--- src/rtl/nanorv32_urom_seq_pkg.sv ---
// Shared definitions for the micro-ROM sequencer.
//   - FSM state encoding
//   - symbolic sequence indices (which ROM routine each seq_sel value selects)
//   - ROM word layout: {last, data}, so the last-mark sits at bit DATA_W
package nanorv32_urom_seq_pkg;

  typedef enum logic [1:0] {
    IDLE = 2'd0,
    RUN  = 2'd1,
    LAST = 2'd2
  } seq_state_t;

  localparam int SEQ_RESET     = 0;
  localparam int SEQ_IRQ_ENTRY = 1;
  localparam int SEQ_IRQ_EXIT  = 2;
  localparam int SEQ_SPARE     = 3;

  // A ROM word is one bit wider than the micro-instruction; the extra
  // top bit marks the final word of a routine.
  function automatic int rom_word_w(input int data_w);
    return data_w + 1;
  endfunction

  function automatic int rom_last_pos(input int data_w);
    return data_w;
  endfunction

endpackage

--- src/rtl/nanorv32_urom_table.sv ---
// Micro-ROM contents, purely combinational.
//   addr : ROM address
//   word : {last, data}; unlisted addresses read as all zeros
// Routines: reset @0, irq entry @16, irq exit @32, spare @48.
// Addresses 60..63 hold a routine with no end mark; reaching the top of
// the ROM through it is what the sequencer reports as an overrun.
module nanorv32_urom_table
  import nanorv32_urom_seq_pkg::*;
#(
  parameter int DATA_W = 32,
  parameter int ADDR_W = 6
) (
  input  logic [ADDR_W-1:0]             addr,
  output logic [rom_word_w(DATA_W)-1:0] word
);

  localparam int WORD_W = rom_word_w(DATA_W);

  function automatic logic [WORD_W-1:0] ent(input logic last, input logic [31:0] d);
    return {last, DATA_W'(d)};
  endfunction

  always_comb begin
    word = '0;
    case (addr)
      // reset routine
      ADDR_W'(0):  word = ent(1'b0, 32'h0000_0013);
      ADDR_W'(1):  word = ent(1'b0, 32'h0010_0093);
      ADDR_W'(2):  word = ent(1'b1, 32'h0020_0113);
      // interrupt entry
      ADDR_W'(16): word = ent(1'b0, 32'h3401_1173);
      ADDR_W'(17): word = ent(1'b0, 32'h3410_2573);
      ADDR_W'(18): word = ent(1'b1, 32'h3020_0073);
      // interrupt exit
      ADDR_W'(32): word = ent(1'b0, 32'h3410_9073);
      ADDR_W'(33): word = ent(1'b0, 32'h0000_0513);
      ADDR_W'(34): word = ent(1'b0, 32'h00a1_2023);
      ADDR_W'(35): word = ent(1'b1, 32'h3050_0073);
      // spare
      ADDR_W'(48): word = ent(1'b0, 32'h0000_0013);
      ADDR_W'(49): word = ent(1'b1, 32'h0000_100f);
      // unterminated tail routine
      ADDR_W'(60): word = ent(1'b0, 32'h0600_0613);
      ADDR_W'(61): word = ent(1'b0, 32'h0610_0693);
      ADDR_W'(62): word = ent(1'b0, 32'h0620_0713);
      ADDR_W'(63): word = ent(1'b0, 32'h0630_0793);
      default:     word = '0;
    endcase
  end

endmodule

--- src/rtl/nanorv32_urom_seq.sv ---
// Micro-ROM sequencer: replays fixed micro-instruction routines into the
// decode stage over a registered valid/ready stream.
//   clk, rst_n          : clock, async active-low reset
//   seq_req, seq_sel    : start request (level, sampled in IDLE) and routine index
//   seq_ack             : one-cycle pulse when a request is taken
//   abort               : kill the running routine (highest priority)
//   instr, instr_valid,
//   instr_ready,
//   instr_last          : output stream; instr_last flags the final word
//   busy                : routine in progress
//   done                : one-cycle pulse after the final word is consumed
//   overrun_err         : sticky, set when the top of ROM is hit unterminated
module nanorv32_urom_seq
  import nanorv32_urom_seq_pkg::*;
#(
  parameter int                        DATA_W         = 32,
  parameter int                        ADDR_W         = 6,
  parameter int                        NUM_SEQ        = 4,
  parameter logic [NUM_SEQ*ADDR_W-1:0] ENTRY_ADDR     = {6'd48, 6'd32, 6'd16, 6'd0},
  parameter bit                        AUTO_RESET_SEQ = 1'b1,
  localparam int                       SEL_W          = (NUM_SEQ > 1) ? $clog2(NUM_SEQ) : 1
) (
  input  logic              clk,
  input  logic              rst_n,
  input  logic              seq_req,
  input  logic [SEL_W-1:0]  seq_sel,
  output logic              seq_ack,
  input  logic              abort,
  output logic [DATA_W-1:0] instr,
  output logic              instr_valid,
  input  logic              instr_ready,
  output logic              instr_last,
  output logic              busy,
  output logic              done,
  output logic              overrun_err
);

  localparam int              WORD_W   = rom_word_w(DATA_W);
  localparam int              LAST_POS = rom_last_pos(DATA_W);
  localparam logic [ADDR_W-1:0] PTR_MAX = '1;

  seq_state_t        state_reg, state_next;
  logic [ADDR_W-1:0] ptr_reg, ptr_next;
  logic [DATA_W-1:0] instr_reg, instr_next;
  logic              valid_reg, valid_next;
  logic              last_reg, last_next;
  logic              ack_reg, ack_next;
  logic              done_reg, done_next;
  logic              overrun_reg, overrun_next;
  logic              pending_reg, pending_next;

  logic [WORD_W-1:0] rom_word;
  logic [SEL_W-1:0]  sel_eff;
  logic [ADDR_W-1:0] entry_addr;
  logic              accept, load, retire;
  logic              rom_last, at_top, word_last;

  nanorv32_urom_table #(
    .DATA_W (DATA_W),
    .ADDR_W (ADDR_W)
  ) u_table (
    .addr (ptr_reg),
    .word (rom_word)
  );

  // The auto-start flag behaves like a request for the reset routine and
  // takes precedence over whatever seq_sel happens to carry.
  always_comb begin
    sel_eff = seq_sel;
    if (pending_reg || (32'(seq_sel) >= NUM_SEQ)) begin
      sel_eff = SEL_W'(SEQ_RESET);
    end
  end

  assign entry_addr = ENTRY_ADDR[int'(sel_eff)*ADDR_W +: ADDR_W];

  assign accept   = (state_reg == IDLE) && !abort && (seq_req || pending_reg);
  assign load     = (state_reg == RUN)  && !abort && (!valid_reg || instr_ready);
  assign retire   = (state_reg == LAST) && !abort && valid_reg && instr_ready;
  assign rom_last = rom_word[LAST_POS];
  assign at_top   = (ptr_reg == PTR_MAX);
  // The top ROM word always terminates a routine, marked or not.
  assign word_last = rom_last || at_top;

  // State register and output/datapath registers.
  always_ff @(posedge clk or negedge rst_n) begin
    if (!rst_n) begin
      state_reg   <= IDLE;
      ptr_reg     <= '0;
      instr_reg   <= '0;
      valid_reg   <= 1'b0;
      last_reg    <= 1'b0;
      ack_reg     <= 1'b0;
      done_reg    <= 1'b0;
      overrun_reg <= 1'b0;
      pending_reg <= AUTO_RESET_SEQ;
    end else begin
      state_reg   <= state_next;
      ptr_reg     <= ptr_next;
      instr_reg   <= instr_next;
      valid_reg   <= valid_next;
      last_reg    <= last_next;
      ack_reg     <= ack_next;
      done_reg    <= done_next;
      overrun_reg <= overrun_next;
      pending_reg <= pending_next;
    end
  end

  // Next-state logic.
  always_comb begin
    state_next = state_reg;
    if (abort) begin
      state_next = IDLE;
    end else begin
      case (state_reg)
        IDLE:    if (accept) state_next = RUN;
        RUN:     if (load && word_last) state_next = LAST;
        LAST:    if (retire) state_next = IDLE;
        default: state_next = IDLE;
      endcase
    end
  end

  // Output and datapath next values. When the consumer stalls a valid
  // word, load stays low so instr/last/ptr simply hold.
  always_comb begin
    ptr_next     = ptr_reg;
    instr_next   = instr_reg;
    valid_next   = valid_reg;
    last_next    = last_reg;
    overrun_next = overrun_reg;
    ack_next     = accept;
    done_next    = retire;
    pending_next = pending_reg && !accept && !abort;

    if (accept) begin
      ptr_next = entry_addr;
    end

    if (load) begin
      instr_next = rom_word[DATA_W-1:0];
      last_next  = word_last;
      valid_next = 1'b1;
      // Saturate at the top rather than wrapping back into the reset routine.
      ptr_next   = at_top ? ptr_reg : ptr_reg + ADDR_W'(1);
      if (at_top && !rom_last) begin
        overrun_next = 1'b1;
      end
    end

    if (retire || abort) begin
      valid_next = 1'b0;
      last_next  = 1'b0;
    end
  end

  assign seq_ack     = ack_reg;
  assign instr       = instr_reg;
  assign instr_valid = valid_reg;
  assign instr_last  = last_reg;
  assign busy        = (state_reg == RUN) || (state_reg == LAST);
  assign done        = done_reg;
  assign overrun_err = overrun_reg;

endmodule

--- config.mk ---
export PLATFORM = sky130hd
export DESIGN_NAME = nanorv32_urom_seq
export DESIGN_NICKNAME = d
export VERILOG_FILES = /design/src/rtl/nanorv32_urom_seq_pkg.sv /design/src/rtl/nanorv32_urom_table.sv /design/src/rtl/nanorv32_urom_seq.sv
export SDC_FILE = /design/constraint.sdc
export NUM_CORES = 1
export LEC_CHECK = 0
export ABC_CLOCK_PERIOD_IN_PS = 1900
export CAP_MARGIN = 25
export CORE_ASPECT_RATIO = 1.1
export CORE_MARGIN = 3
export CORE_UTILIZATION = 47
export CTS_BUF_LIST = sky130_fd_sc_hd__clkbuf_4 sky130_fd_sc_hd__clkbuf_8
export DETAILED_ROUTE_END_ITERATION = 7
export PLACE_DENSITY = 0.79
export REMOVE_ABC_BUFFERS = 1
export SYNTH_ARGS = -nofsm -noshare
export SYNTH_HDL_FRONTEND = slang
export SYNTH_SLANG_ARGS = --single-unit
--- constraint.sdc ---
create_clock -name clk -period 1.9 [get_ports clk]
set_input_delay 0.38 -clock clk [delete_from_list [all_inputs] [get_ports clk]]
set_output_delay 0.38 -clock clk [all_outputs]
set_load 0.01 [all_outputs]
==> Word-level counts from Yosys, hierarchy flattened <==
Memories as Yosys holds them, arrays and structs flattened.
Index checks and enable logic that the tools add are counted.
{ "word_totals": {"reg_bits": 46, "elab_cells": 59, "n_memories": 1, "romBits": 1536, "input_bits": 7, "out_inout_bits": 38} }
{ "memory_table": {"columns": ["memory", "depth", "width", "rd", "rd_ports_with_merged_regs", "wr", "line_no", "source"], "rows": [
  ["(no name shown)", 64, 24, 1, 0, 0, "nanorv32_urom_table.sv:25", "case (addr)"]
]} }
{ "op_classes": {"shifts": 1, "mul": 1, "n_reduce_logical": 26, "n_mux": 13, "n_addsub": 1, "eq_ne": 7} }
{ "ops": {"columns": ["cell", "count"], "rows": [
  ["24-bit by 6-bit indexed part select with 6-bit output, first input constant", 1],
  ["6-bit two-way mux", 3],
  ["1-bit logical AND", 11],
  ["2-bit two-way mux", 5],
  ["6-bit by 1-bit adder with 6-bit output, second input constant", 1],
  ["6-bit == test, second input constant", 1],
  ["3-bit inequality test, second input constant", 2],
  ["2-bit case mux with 3 select lines", 1],
  ["1-bit logical OR", 5],
  ["1-bit zero test", 4],
  ["2-bit by 2-bit multiplier with 4-bit output, second input constant", 1],
  ["1-bit two-way mux", 4],
  ["2-bit AND reduction", 2],
  ["2-bit nonzero test", 2],
  ["3-bit by 2-bit inequality test with 1-bit output, second input constant", 1],
  ["3-bit AND reduction", 1],
  ["2-bit by 1-bit == test with 1-bit output, second input constant", 1],
  ["2-bit == test, second input constant", 1],
  ["2-bit zero test", 1],
  ["2-bit inequality test, second input constant", 1]
]} }

==> Longest topological paths before layout <==
Gate-level depths: netlist of run 1.
{ "depth": {"ltp_word": 7, "ltp_mapped": 8, "depth_no_buf": 6} }

==> Cells and area by module <==
A second synthesis of run 1 with hierarchy kept.
{ "hier_totals": {"cells_unflattened": 295, "area_unflattened_um2": 2601.2} }
{ "by_module_without_submodules": {"columns": ["mod", "cells_each", "area_each_um2", "seq_area_each_um2", "n_inst"], "rows": [
  ["nanorv32_urom_seq", 213, 2047.0, 1152.4, 1],
  ["nanorv32_urom_table", 82, 554.3, 0.0, 1]
]} }

==> Worst setup path before layout of run 1 <==
OpenSTA, ideal clock, no wires.
{ "synth_path": {"kind": "reg2reg", "startpoint": "register ptr_reg[1]", "endpoint": "register last_reg, in the netlist instr_last", "stages_incl_launch_ff": 7, "slack_ns": 0.027, "setup_ns": 0.073, "arrival_time_ns": 1.800, "t_required_ns": 1.827, "path_cell_list": "dfrtp_1 > ha_1 > ha_1 > or3b_1 > o2111a_1 > or3_1 > a21oi_2"} }
{ "synth_between": {"elab_chain_cells": 4, "elab_cells_between_ends": 5} }
{ "synth_rtl": {"columns": ["element", "line_no", "source"], "rows": [
  ["start: declaration", "nanorv32_urom_seq.sv:43", "logic [ADDR_W-1:0] ptr_reg, ptr_next;"],
  ["start signal: assignment", "nanorv32_urom_seq.sv:99", "ptr_reg <= ptr_next;"],
  ["memory 64 x 24 bit / 6-bit == test (equally long branches)", null, null],
  ["1-bit logical OR *", "nanorv32_urom_seq.sv:83", "assign word_last = rom_last || at_top;"],
  ["1-bit two-way mux *", "nanorv32_urom_seq.sv:141", "if (load) begin"],
  ["1-bit two-way mux *", "nanorv32_urom_seq.sv:152", "if (retire || abort) begin"],
  ["end signal: assignment", "nanorv32_urom_seq.sv:102", "last_reg <= last_next;"],
  ["end: declaration", "nanorv32_urom_seq.sv:46", "logic last_reg, last_next;"]
]} }
Mark *: on every way between the ends. The rest lies on a longest branch, timed or not. The select of a mux whose other input is x is not followed.
A chain may end at the register's enable or synchronous reset.

==> Final worst setup path of run 1 <==
Same ends and word-level chain as after synthesis.

==> metrics.md, run 1 <==
| Metric | Value |
|---|---|
| Number of DRC markers in iteration 0 | `58` |
| DIE WIDTH | `67.86 um` |
| Setup TNS | `0 ps` |
| Count of antenna diodes in the layout | `0` |
| Portion of synthesized cell area occupied by the leading cell type | `around two fifths` |
| Family with the most delay on the worst path | `simple AND/OR/NAND/NOR gates` |
| Pwr per Cell Area | `between 1000 and 1500 mW/mm^2` |
| Total CTS buffers | `5` |
| Overall Global Routing Usage | `approximately a fifth` |
| Deepest clock path buffer count | `2` |
| Sequential cell fraction of total power | `a little under a third` |
| Netlist area before placement | `between 0.0015 and 0.002 mm^2` |
| Leakage dissipation | `0.001156 uW` |
| Hold WC Path Type | `reg -> reg` |
| Die area | `around 0.0050 mm^2` |
| Logic depth of the worst setup path including buffers | `6` |
| Minimum period implied by the final worst setup slack | `about 1800 ps` |
| Number of storage elements in the synthesis netlist | `32` |
| Fin crit share | `~97%` |
| Worst Path Buf+Inv | `0` |
| Via density | `5.410` |
| Result of the run | `finished, final reports clean` |
| Gp weighted congestion | `0.8620` |
| Final non-filler cell total | `~320` |
| Average instance area after synthesis | `~9.3 um^2` |
| Multi-input gate area | `roughly 0.0010 mm^2` |
| Maximum number of pins on one net before global-route repair | `33` |
| Internal power | `~2100 uW` |
| Worst Reg2Reg Path Length in Cells | `6` |
| Final setup violating endpoints | `0` |
| Portion of total power attributed to the clock network | `between 20 and 25%` |
| Sinks on the clock net | `32` |
| Core Rows | `24` |
| Number of ports placed on the die boundary | `45` |
| Layout Skew | `between 10 and 15 ps` |
| Die Y | `74.04 um` |
| Data arrival time of the critical path | `2060 ps` |
| Classification of the worst setup path | `reg -> reg` |
| Part of the total power dissipated in combinational logic | `47.3%` |
| Number of inserted filler cells in the final layout | `about 340` |
| Ratio of cells with drive above 1 in the final layout | `between 15 and 20%` |
| Net switching power | `1143 uW` |
| Clock Pin Slew Worst Setup and Hold Paths | `approximately 70 ps` |
| Data required time at the worst endpoint | `~2100 ps` |
| Post-cts hold buffer count | `0` |
| Placed Cells incl. Taps | `306` |
| Main flop type after synthesis | `sky130_fd_sc_hd__dfrtp_1` |
| Portion of the post-synthesis area used by sequential elements | `about two fifths` |
| Setup crit end kind | `flip-flop` |
| First drt pass iteration count | `4` |
| Library cell used as clock root buffer | `sky130_fd_sc_hd__clkbuf_8` |
| Synth area leaders | `sky130_fd_sc_hd__dfrtp_1, sky130_fd_sc_hd__ha_1, sky130_fd_sc_hd__buf_4, sky130_fd_sc_hd__nand2_1, sky130_fd_sc_hd__a21oi_1` |
| Final HPWL DP | `roughly 3200 um` |
| Crit path largest cell delay | `about 370 ps` |
| Share of async-settable or async-resettable flops after synthesis | `100.0%` |
| Layout area overhead | `30.61%` |
| Most common cell after layout, fill and taps aside | `sky130_fd_sc_hd__clkdlybuf4s50_1` |
| Core area | `0.003994 mm^2` |
| Average wire length per cell after detail routing | `approximately 14 um` |
| WHS Path Cells | `2` |
| Remaining antenna violation count | `0` |
| Worst ir drop on vdd | `about 0.59 mV` |
| Number of distinct library cell variants in the gate-level netlist after synthesis | `56` |
| Total wire length | `approximately 4300 um` |
| Max-cap viol count | `0` |
| Max FFs per register | `18` |
| Post-synth EDFFs | `0` |
| Library cell with the largest summed area after synthesis | `sky130_fd_sc_hd__dfrtp_1` |
| Setup crit start kind | `flip-flop` |
| Highest-count cells in the layout ignoring fill and taps | `sky130_fd_sc_hd__clkdlybuf4s50_1, sky130_fd_sc_hd__dfrtp_1, sky130_fd_sc_hd__buf_4, sky130_fd_sc_hd__nand2_1, sky130_fd_sc_hd__nor2_1` |
| Starting utilization of the core area | `between 40% and 50%` |
| Antenna violations before repair | `0` |
| Total global routing overflow | `0` |
| Via count | `1704` |
| Global-route wire length before repair | `roughly 7000 um` |
| Worst skew pair latency | `290 ps` |
| Via count of the first global-routing pass | `1613` |
| TritonCTS clock tree | `built` |
| Syn. warnings | `0` |
| Slowest cell on crit path | `sky130_fd_sc_hd__dfrtp_1` |
| Sequential Area | `~800 um^2` |
| Unrepaired setup endpoints after global routing | `yes` |
| Peak Freq | `around 540 MHz` |
| Drc violations | `0` |
| Final Hold Violating Endpoints | `0` |
| Post-synthesis cell count | `between 200 and 250` |
| Final net count | `280` |
| Final max-slew violation count | `0` |
| Critical path, cell by cell | `ha_2 -> ha_1 -> or3b_1 -> o2111a_1 -> or3_1 -> a21oi_2` |
| Max H-tree Level | `2` |
| Switching Share | `35.18%` |
| Number of buffer cells added on primary ports | `35` |
| Critical Path Fanout Max | `4` |
==> logic make-up after synthesis <==
group,synth area share [%]
DFF,40.54
other,0.1896
and+or+nand+nor,19.99
adders and majority gates,6.958
muxes,1.644
AOI/OAI and AO/OA,20.05
buffers and inverters,10.63
==> worst reg2reg max path, delay by kind of cell, from the launching register on <==
| kind | cells | cell delay [ps] |
|---|---|---|
| fa+ha+maj | 2 | 370 |
| simple gates | 2 | 700 |
| compound gates | 2 | 340 |
| flops | 1 | 370 |
==> power groups by stage <==
stage / sequential (uW) / clock [uW] / combinational, uW
after floorplan: 1150 / 0 / 657
after global routing: 1010 / 770 / 1700
after global placement: 993 / 0 / 1500
after CTS: 988 / 740 / 1540
after detailed placement: 1000 / 0 / 1520
final: 986 / 725 / 1540
==> per-layer routing <==
metal	part of all wire (%)	global-route usage, %	vias up
met5	0	0	-
met2	53	33.62	56
met4	1.0	8.609	0
met1	40	20.69	810
li1	-	-	831
met3	6.0	5.438	7
==> metrics by stage <==
step | worst slack (ps) | util [%] | hold WS (ps) | area [um^2] | power, uW
floorplan | -91.48 | - | 84.41 | 1828 | 1807
global placement | -9.299 | 61.06 | 453.5 | 2439 | 2496
detailed placement | -75.51 | 61.06 | 451.5 | 2439 | 2523
CTS | 71.93 | 64.38 | 471.3 | 2571 | 3265
global route | -16.36 | 64.69 | 499.8 | 2584 | 3476
finish | 59.90 | 64.69 | 463.9 | 2584 | 3249
==> final timing paths <==
check | from | endpoint | slack [ps]
worst max-delay path | ptr_reg[1] | instr_last | 60
worst min-delay path | instr[7] | instr[7] | 460
worst max register to register | ptr_reg[1] | instr_last | 60
worst min register to register | instr[7] | instr[7] | 460
max in group asynchronous | rst_n | pending_reg | 1100
min in group asynchronous | rst_n | done | 480
==> layout make-up <==
class / count / share of cell area, %
clock buffers: 7 / 3.729
clock inverters: 1 / 1.162
inverters: 8 / 1.162
multi-input cells: 153 / 39.03
flip-flops and latches: 32 / 31.04
well taps: 52 / 2.518
repair buffers: 62 / 21.36
==> Yosys cell counts, types with 2 or more instances <==
master,instances
sky130_fd_sc_hd__nand4_1,3
sky130_fd_sc_hd__o22a_1,2
sky130_fd_sc_hd__nand3_1,4
sky130_fd_sc_hd__nor3b_1,2
sky130_fd_sc_hd__o22ai_1,3
sky130_fd_sc_hd__a22oi_1,2
sky130_fd_sc_hd__or3b_1,3
sky130_fd_sc_hd__nor2b_1,4
sky130_fd_sc_hd__buf_2,9
sky130_fd_sc_hd__o211ai_1,3
sky130_fd_sc_hd__a21oi_1,10
sky130_fd_sc_hd__nor3_1,2
sky130_fd_sc_hd__nor2_1,13
sky130_fd_sc_hd__nand2_1,27
sky130_fd_sc_hd__buf_4,14
sky130_fd_sc_hd__a22o_1,5
sky130_fd_sc_hd__o31ai_1,3
sky130_fd_sc_hd__a32oi_1,2
sky130_fd_sc_hd__a221oi_1,2
sky130_fd_sc_hd__o41ai_1,2
sky130_fd_sc_hd__buf_6,2
sky130_fd_sc_hd__nand2b_1,5
sky130_fd_sc_hd__inv_1,8
sky130_fd_sc_hd__dfrtp_1,31
sky130_fd_sc_hd__ha_1,11
sky130_fd_sc_hd__o21ai_0,10
==> what timing repair did <==
item | in CTS | in global routing
setup endpoints to repair | 1 | 7
setup buffers | 1 | 0
gates resized for setup | 1 | 4
No activity file was read; power rests on OpenSTA's default activity.
==> inputs of run 2 (changes only) <==
--- a/config.mk
+++ b/config.mk
@@ -5,14 +5,14 @@
 export SDC_FILE = /design/constraint.sdc
 export NUM_CORES = 1
 export LEC_CHECK = 0
-export ABC_CLOCK_PERIOD_IN_PS = 1900
+export ABC_CLOCK_PERIOD_IN_PS = 1700
 export CAP_MARGIN = 25
-export CORE_ASPECT_RATIO = 1.1
+export CORE_ASPECT_RATIO = 1.5
 export CORE_MARGIN = 3
-export CORE_UTILIZATION = 47
+export CORE_UTILIZATION = 52
 export CTS_BUF_LIST = sky130_fd_sc_hd__clkbuf_4 sky130_fd_sc_hd__clkbuf_8
 export DETAILED_ROUTE_END_ITERATION = 7
-export PLACE_DENSITY = 0.79
+export PLACE_DENSITY = 0.82
 export REMOVE_ABC_BUFFERS = 1
 export SYNTH_ARGS = -nofsm -noshare
 export SYNTH_HDL_FRONTEND = slang
==> constraint.sdc (replaced) <==
create_clock -name clk -period 1.7 [get_ports clk]
set_input_delay 0.34 -clock clk [delete_from_list [all_inputs] [get_ports clk]]
set_output_delay 0.34 -clock clk [all_outputs]
set_load 0.01 [all_outputs]
==> run 2 against run 1 <==
Net effect:
- the flow now finishes with violations (setup timing)
- highest routed layer unchanged
- sequential share of layout area fell by 4.2 points
- clock power rose by 2%
- maximum frequency fell by 3.9%
- cell count rose by 4.1%
- core utilization rose by 20 points
- register-to-register slack got worse by 270 ps
- first-iteration DRC count rose by 97%
- critical path depth did not move
- clock skew fell by 8.3 ps
- worst hold slack got worse by 17 ps
==> metrics.md, run 2 (synthesized netlist as in run 1, its figures left out) <==
| Metric | Value |
|---|---|
| Number of DRC markers in iteration 0 | `roughly 110` |
| Final Hold Violating Endpoints | `0` |
| Ratio of cells with drive above 1 in the final layout | `around a third` |
| Violated checks | `setup timing` |
| Layout area overhead | `50.98%` |
| Number of ports placed on the die boundary | `45` |
| Final non-filler cell total | `around 330` |
| Fin crit share | `112.7%` |
| Result of the run | `finished with violations` |
| Count of antenna diodes in the layout | `0` |
| Sinks on the clock net | `32` |
| Final net count | `roughly 300` |
| Core Rows | `26` |
| Core area | `between 0.003 and 0.004 mm^2` |
| Total power of the final layout | `about 4300 uW` |
| Leakage dissipation | `between 0.001 and 0.0015 uW` |
| Deepest clock path buffer count | `2` |
| Final max-slew violation count | `0` |
| Average wire length per cell after detail routing | `a little over 20 um` |
| Slowest cell on crit path | `sky130_fd_sc_hd__a21oi_1` |
| Max FFs per register | `18` |
| Unrepaired setup endpoints after global routing | `yes` |
| Library cell used as clock root buffer | `sky130_fd_sc_hd__clkbuf_8` |
| Highest-count cells in the layout ignoring fill and taps | `sky130_fd_sc_hd__buf_4, sky130_fd_sc_hd__clkdlybuf4s50_1, sky130_fd_sc_hd__dfrtp_1, sky130_fd_sc_hd__nand2_1` |
| Number of buffer cells added on primary ports | `35` |
| Number of inserted filler cells in the final layout | `186` |
| Die area | `between 0.004 and 0.005 mm^2` |
| Clock Pin Slew Worst Setup and Hold Paths | `roughly 70 ps` |
| Die Y | `81.54 um` |
| Multi-input gate area | `~0.0012 mm^2` |
| Register-to-register setup slack | `-220 ps` |
| Via count | `~2000` |
| Sequential Area | `802.0 um^2` |
| Starting utilization of the core area | `a little under three fifths` |
| Peak Freq | `522.2 MHz` |
| Family with the most delay on the worst path | `compound AO/OA/AOI/OAI gates` |
| Setup crit start kind | `flip-flop` |
| Via density | `6.058` |
| Worst Path Buf+Inv | `2` |
| Overall Global Routing Usage | `approximately a quarter` |
| Hold WC Path Type | `in -> async` |
| Total CTS buffers | `5` |
| Global-route wire length before repair | `8438 um` |
| Pwr per Cell Area | `between 1000 and 1500 mW/mm^2` |
| Via count of the first global-routing pass | `~1800` |
| TritonCTS clock tree | `built` |
| Data arrival time of the critical path | `around 2100 ps` |
| Setup crit end kind | `flip-flop` |
| Final setup violating endpoints | `8` |
| Maximum number of pins on one net before global-route repair | `33` |
| Final HPWL DP | `3481 um` |
| Worst-margin pin slew | `539.0 ps` |
| Worst-case headroom to the max-slew limit | `approximately 64%` |
| Placed Cells incl. Taps | `a little over 300` |
| Worst Reg2Reg Path Length in Cells | `6` |
| Antenna violations before repair | `0` |
| Total global routing overflow | `0` |
| Worst skew pair latency | `290 ps` |
| Most common cell after layout, fill and taps aside | `sky130_fd_sc_hd__buf_4` |
| Setup WS post-layout | `-215.1 ps` |
| Layout Skew | `slightly below 4 ps` |
| Critical path, cell by cell | `buf_6 -> clkinvlp_4 -> ha_4 -> a21oi_1 -> nor4_1 -> o22a_1` |
| Worst R2R End | `state_reg[1]` |
| Gp weighted congestion | `between 0.9 and 1` |
| Crit path largest cell delay | `approximately 430 ps` |
| Total wire length | `just under 7000 um` |
| Data required time at the worst endpoint | `around 1900 ps` |
| First drt pass iteration count | `4` |
| Critical Path Fanout Max | `5` |
| Minimum period implied by the final worst setup slack | `approximately 1900 ps` |
| Drc violations | `0` |
| Worst ir drop on vdd | `around 1.1 mV` |
| Remaining antenna violation count | `0` |
| Startpoint of the worst-slack reg-to-reg timing path | `ptr_reg[0]` |
| DIE WIDTH | `~56 um` |
| Classification of the worst setup path | `reg -> reg` |
| Max H-tree Level | `2` |
| Max-cap viol count | `0` |
## run 2: cell types whose count changed in the layout (fill, tap and decap cells not counted), moves of 2 or more
cell	change
sky130_fd_sc_hd__a221oi_1	-2
sky130_fd_sc_hd__o41ai_1	-2
sky130_fd_sc_hd__buf_4	+10
sky130_fd_sc_hd__ha_1	-7
sky130_fd_sc_hd__inv_2	+3
sky130_fd_sc_hd__buf_6	+13
sky130_fd_sc_hd__a221oi_2	+2
sky130_fd_sc_hd__ha_4	+8
sky130_fd_sc_hd__clkbuf_8	-2
sky130_fd_sc_hd__inv_1	-5
## run 2: per-layer routing
layer	up-vias	routed length, um	GRT usage (%)
li1	876	-	-
met3	41	431	3.931
met2	116	3526	44.96
met5	-	0	0
met4	0	427	16.15
met1	954	2346	23.95
## run 2: layout make-up
type	instances	area share, %
multi-input combinational	153	40.51
sequential	32	26.85
timing repair buffer	85	25.93
clock buffer	6	2.556
tap	42	1.760
inverter	8	1.215
clock inverter	2	1.173
## run 2: worst max-delay path by stage
stage / from / to / cells after the start
3_5_place_dp: abort / instr[22] / 5
6_report: ptr_reg[0] / state_reg[1] / 6
2_1_floorplan: state_reg[1] / instr_last / 6
4_1_cts: ptr_reg[0] / instr_last / 6
5_1_grt: ptr_reg[0] / state_reg[1] / 6
3_3_place_gp: abort / ptr_reg[5] / 6
## run 2: repair_timing
| item | CTS | global route |
|---|---|---|
| buffers inserted | 3 | 13 |
| hold buffers | 0 | 0 |
| gates resized for setup | 13 | 44 |
| pin swaps | 1 | 15 |
| endpoints found under the setup margin | 9 | 18 |
## run 2: per-stage QoR
stage | worst slack [ps] | TNS (ps) | cell area [um^2] | util, % | hold slack (ps)
after floorplan | -291.5 | -2563 | 1828 | - | 44.41
after global placement | -194.3 | -3450 | 2486 | 70.11 | 453.0
after detailed placement | -356.9 | -4570 | 2486 | 70.11 | 459.9
after CTS | -73.45 | -126.0 | 2685 | 75.72 | 451.8
after global routing | -264.1 | -1389 | 2987 | 84.23 | 487.4
final | -215.1 | -842.3 | 2987 | 84.23 | 446.6
## run 2: report_power, final
part | switching [uW] | total, uW | internal, uW
clock network | 288 | 738 | 450
registers | 158 | 1130 | 970
logic | 1210 | 2400 | 1190
## run 2: worst reg2reg max path, stage by stage, from the launching register on
cell	delay (ps)
sky130_fd_sc_hd__dfrtp_1	410
sky130_fd_sc_hd__buf_6	160
sky130_fd_sc_hd__clkinvlp_4	200
sky130_fd_sc_hd__ha_4	240
sky130_fd_sc_hd__a21oi_1	430
sky130_fd_sc_hd__nor4_1	140
sky130_fd_sc_hd__o22a_1	220
